[src/rtl/counter.sv]
`timescale 1ns/1ps
// counter: free-running up-counter with wrap-around to a programmable value.
//
// Parameters
//   WIDTH       - counter/output width in bits
//   MAX_COUNT   - terminal count (0 .. 2^WIDTH-1)
//   RESET_VALUE - value loaded on reset and on wrap (0 .. MAX_COUNT)
//
// Ports
//   clk   - sole clock; all state changes on its rising edge
//   reset - synchronous, active-high reset (priority over counting)
//   out   - current count, driven directly from the count register
module counter #(
  parameter int unsigned WIDTH       = 4,
  parameter int unsigned MAX_COUNT   = 15,
  parameter int unsigned RESET_VALUE = 0
) (
  input  logic             clk,
  input  logic             reset,
  output logic [WIDTH-1:0] out
);

  localparam logic [WIDTH-1:0] MaxVal   = WIDTH'(MAX_COUNT);
  localparam logic [WIDTH-1:0] ResetVal = WIDTH'(RESET_VALUE);

  logic [WIDTH-1:0] count_q, count_d;

  // Anything at or above the terminal count reloads, so an illegal value
  // above MAX_COUNT recovers on the next edge instead of running on.
  always_comb begin
    count_d = count_q + WIDTH'(1);
    if (count_q >= MaxVal) begin
      count_d = ResetVal;
    end
  end

  always_ff @(posedge clk) begin
    if (reset) begin
      count_q <= ResetVal;
    end else begin
      count_q <= count_d;
    end
  end

  assign out = count_q;

endmodule

[config.mk]
export PLATFORM = sky130hd
export DESIGN_NAME = counter
export DESIGN_NICKNAME = d
export VERILOG_FILES = /design/src/rtl/counter.sv
export SDC_FILE = /design/constraint.sdc
export NUM_CORES = 1
export LEC_CHECK = 0
export ABC_AREA = 1
export CORE_AREA = 4 4 41 43
export CTS_BUF_LIST = sky130_fd_sc_hd__clkbuf_4 sky130_fd_sc_hd__clkbuf_8
export DETAILED_ROUTE_END_ITERATION = 10
export DIE_AREA = 0 0 45 47
export PLACE_DENSITY = 0.3
export SLEW_MARGIN = 30
export SYNTH_ARGS = -nofsm -noshare
export SYNTH_HDL_FRONTEND = slang
export SYNTH_SLANG_ARGS = --single-unit
[constraint.sdc]
create_clock -name clk -period 0.9 [get_ports clk]
set_input_delay 0.18 -clock clk [delete_from_list [all_inputs] [get_ports clk]]
set_output_delay 0.18 -clock clk [all_outputs]
set_load 0.01 [all_outputs]
==> flow_summary.toml, run 1 <==
[status]
outcome = "finished, violations left"
failed_checks = "negative setup slack"

[global_route]
grt_overflow = 0
grt_max_degree = 5
grt_antenna_before_repair = 0
grt_pass1_vias = 174
grt_first_pass_wirelength_um = 710
track_usage_pct = 5.13

[floorplanning]
die_w_um = 45
die_y_um = 47
io_pins = 6
die_area_um2 = 2120
initial_core_util_pct = 11.8
coreArea_um2 = 1300
rows = 13

[cts]
ctsLongestPathBuffers = 2
numCtsBuffers = 3
path_clk_slew_ps = 40
htreeDepth = 1
cts_tree = "yes"
cts_hold_buffers = 0
root_buffer = "clkbuf_4"
clock_sinks = 4
clk_latency_ps = 230

[timing]
finalCriticalPeriod_ps = 925
fin_tns_setup_ps = -53.0
post-route-period-util_pct = 103
setup_slack_ps = -24.7
worst_pin_slew_ps = 131
setup-violations-final = 4
clock.fmax_mhz = 1080
relSlewSlack_pct = 91.3
clock_skew_ps = 3.41
hold_viol_final = 0
slew_viol_final = 0
rsz0062_at_grt = "true"

[place]
port_buffers = 5
dp_hpwl_um = 286
place_worst_setup_slack_ps = -136
place_congestion = 0.664

[drt]
antenna_left = 0
drt-total-wl_um = 405
wl_per_cell_um = 9.00
avgViaCountPerCell = 3.71
drt-initial-drc-count = 2
drcViolationCount = 0
vias = 167
drtPass1Iterations = 2

[finish]
layout-drive-gt1-share_pct = 60.0
largest_reg_flops = 4
area_delta_synth_final_pct = 98.4
nets = 35
diodes = 0

[critical_path]
path_buf_inv = 1
cp.depth = 5
slowest_delay_ps = 320
cp.required_ps = 1020
ff2ff_setup_slack_ps = -20
cp.arrival_ps = 1040
r2r_cells = 5
critPathTopFamily = "flip-flops"
timing.rr.end = "out[1]"
worst-path-max-fanout = 3
worstSetupEndpointType = "register"
reg2reg_from = "out[0]"
start_kind = "register"
cp_cell_sequence = "buf_6 -> ha_4 -> nand2_4 -> o21bai_4 -> nor2_1"
cp_slowest_cell = "dfxtp_2"
path_class = "reg2reg"

[logic_synthesis]
synthDistinctLibCells = 10
ys_ff_latch = 4
syn_nets = 20
ys_seq_area_share_pct = 52.0
synth_cells = 17
syn_area_per_cell_um2 = 9.05
yosys_warnings = 0
netlist_area_um2 = 154

[min_path]
hp-class = "in2reg"
hold_depth = 2
min_from = "reset"
hold_end = "out[2]"

[pwr]
ir_worst_vdd_mv = 0.611
p_leak_nw = 0.143
power_density_nw_per_um2 = 1650

[job]
drv_cap = 0
## per-layer routing
layer	track usage, %	part of all wire, %	vias to the layer above	wire length (um)
met2	7.63	49	4	198
met3	3.83	7.4	0	30
met1	4.31	43	78	176
met4	5.26	0	0	0
met5	0	0	-	0
li1	-	-	85	-
## worst max path at each step
stage                start  endpoint
finish              out[0]    out[1]
global route        out[1]    out[3]
CTS                 out[1]    out[1]
detailed placement  out[3]    out[3]
global placement    out[3]    out[3]
floorplan           out[0]    out[3]
## final cells by class
cell class	instances	area (um2)
Timing Repair Buffer	10	75.1
Clock buffer	3	22.5
Multi-Input combinational cell	11	98.8
Fill cell	158	996
Inverter	2	7.51
Tap cell	15	18.8
Sequential cell	4	82.6
## cells in the mapped netlist, drive strengths merged
cell,count,area (um2)
dfxtp,4,80.1
inv,2,7.51
a21oi,1,5.00
o21bai,1,11.3
nand2,2,7.51
nor3b,1,7.51
nor2,3,11.3
ha,1,12.5
nand3,1,5.00
nand4,1,6.26
## layout by cell type (no fill, tap or decap), drive strengths merged
cell type / n
buf: 9
clkdlybuf4s50: 1
nor2: 3
nand2: 2
nand4: 1
ha: 1
a21oi: 1
o21bai: 1
inv: 2
nor3b: 1
clkbuf: 3
dfxtp: 4
nand3: 1
## per-stage QoR
stage               total power [mW]  instance area, um2  instances  hold WS [ps]  util [%]
global route                   0.553                 305         45           571      23.5
global placement               0.275                 255         41           507      19.6
CTS                            0.521                 305         45           543      23.5
floorplan                      0.228                 156         17           256         -
finish                         0.505                 305         45           574      23.5
detailed placement             0.275                 255         41           509      19.6
## cell families (layout without fill, tap and decap cells)
kind of cell	count (synthesis)	count (layout)	synth area share, %
simple gates	8	8	24.4
buf+inv	2	15	4.88
compound gates	2	2	10.6
flops	4	4	52.0
fa+ha+maj	1	1	8.13
## power by group
group / switching, mW / total [mW] / internal [mW]
registers: 0.00627 / 0.198 / 0.191
logic: 0.0404 / 0.0914 / 0.0509
clock network: 0.0671 / 0.216 / 0.149
## timing repair
item	4_1_cts	5_1_grt
buffers inserted	1	0
setup endpoints to repair	8	6
pin swaps	2	3
gates resized for setup	24	0
(Power assumes the default switching activity.)
==> run 2: changes to the inputs <==
--- a/config.mk
+++ b/config.mk
@@ -6,10 +6,10 @@
 export NUM_CORES = 1
 export LEC_CHECK = 0
 export ABC_AREA = 1
-export CORE_AREA = 4 4 41 43
+export CORE_AREA = 2 2 39 41
 export CTS_BUF_LIST = sky130_fd_sc_hd__clkbuf_4 sky130_fd_sc_hd__clkbuf_8
 export DETAILED_ROUTE_END_ITERATION = 10
-export DIE_AREA = 0 0 45 47
+export DIE_AREA = 0 0 41 43
 export PLACE_DENSITY = 0.3
 export SLEW_MARGIN = 30
 export SYNTH_ARGS = -nofsm -noshare
==> flow_summary.toml, run 2 (synthesis results as in run 1) <==
[cts]
numCtsBuffers = 3
root_buffer = "clkbuf_4"
cts_tree = "yes"
post_cts_buffers = 0
clock_sinks = 4
clk_latency_ps = 240
ctsLongestPathBuffers = 2
path_clk_slew_ps = 40
cts_hold_buffers = 0
htreeDepth = 1

[pwr]
ir_worst_vdd_mv = 0.448
finalPower_uw = 525
p_int_uw = 398
combPwrFrac_pct = 18.9
switchingPower_uw = 128
seqPwrFrac_pct = 37.7
p_leak_nw = 0.148
clkPwrFrac_pct = 43.4
power_density_nw_per_um2 = 1650
swShare_pct = 24.3

[critical_path]
start_kind = "register"
slowest_delay_ps = 320
cp.arrival_ps = 1040
worstSetupEndpointType = "register"
path_buf_inv = 1
cp_slowest_cell = "dfxtp_2"
cp_cell_sequence = "buf_6 -> ha_4 -> nand2_4 -> o21bai_4 -> a21oi_1"
cp.required_ps = 1020
path_class = "reg2reg"
worst-path-max-fanout = 3
critPathTopFamily = "flip-flops"

[global_route]
grt_max_degree = 5
track_usage_pct = 5.82
grt_pass1_vias = 170
grt_first_pass_wirelength_um = 641
grt_overflow = 0
grt_antenna_before_repair = 0

[place]
dp_hpwl_um = 284
place_worst_setup_slack_ps = -122
port_buffers = 5
place_congestion = 0.615

[finish]
final_cell_mix = "buf_2, buf_4, clkbuf_4, dfxtp_2"
layout-drive-gt1-share_pct = 67.7
largest_reg_flops = 4
nets = 36
area_delta_synth_final_pct = 107
diodes = 0

[timing]
clock_skew_ps = 3.27
clock.fmax_mhz = 1090
setup_slack_ps = -13.9
hold_viol_final = 0
setup-violations-final = 2
worst_pin_slew_ps = 143
post-route-period-util_pct = 102
slew_viol_final = 0
relSlewSlack_pct = 90.4
rsz0062_at_grt = "true"
finalCriticalPeriod_ps = 914

[drt]
antenna_left = 0
drt-initial-drc-count = 2
drcViolationCount = 0
vias = 165
wl_per_cell_um = 8.36
avgViaCountPerCell = 3.51
drtPass1Iterations = 3
drt-total-wl_um = 393

[floorplanning]
die_w_um = 41
coreArea_um2 = 1380
rows = 14
die_area_um2 = 1760
io_pins = 6
initial_core_util_pct = 11.1
die_y_um = 43

[status]
failed_checks = "negative setup slack"
outcome = "finished, violations left"

[min_path]
hp-class = "in2reg"

[job]
drv_cap = 0
==> run 2: cell types whose count changed in the layout (fill, tap and decap cells not counted) <==
cell / previous run / this run
buf_4: 3 / 4
nor2_1: 3 / 2
dfxtp_1: 2 / 1
nor2_2: 0 / 1
dfxtp_2: 2 / 3
==> run 2: layout make-up <==
type	instances	area [um2]
fill	156	1070
multi-input combinational	11	101
sequential	4	83.8
timing repair buffer	11	82.6
clock buffer	3	22.5
tap	16	20.0
inverter	2	7.51
==> run 2: what timing repair did <==
item	in CTS	in global routing
endpoints found under the setup margin	8	5
gates resized for setup	23	3
pin swaps	1	2
hold endpoints to repair	0	0
==> run 2: path summary, 6_finish.rpt <==
kind / cells after the start / end / slack, ps / from
hold reg to reg: 3 / out[3] / 580 / out[3]
hold / removal: 2 / out[2] / 540 / reset
setup reg to reg: 5 / out[3] / -10 / out[1]
setup / recovery: 5 / out[3] / -10 / out[1]
==> run 2: power groups by stage <==
stage / clock network [mW] / registers, mW / logic (mW)
finish: 0.228 / 0.198 / 0.0994
CTS: 0.245 / 0.196 / 0.0957
global placement: 0 / 0.199 / 0.0875
detailed placement: 0 / 0.199 / 0.0880
global route: 0.258 / 0.199 / 0.111
floorplan: 0 / 0.210 / 0.0178
==> run 2: through the flow <==
step,hold WS (ps),cells,setup TNS [ps],cell area (um2),util (%)
after floorplan,256,17,0,156,-
after global placement,580,44,-872,272,19.6
after detailed placement,583,44,-819,272,19.6
after CTS,549,47,-93.5,310,22.4
after global routing,553,47,-160,318,23.0
final,544,47,-27.2,318,23.0
==> run 2: per-layer routing <==
layer / vias to the layer above / GRT usage, % / part of all wire [%]
li1: 84 / - / -
met1: 75 / 6.09 / 49
met2: 6 / 7.19 / 41
met3: 0 / 3.66 / 9.7
met4: 0 / 6.00 / 0
met5: - / 0 / 0
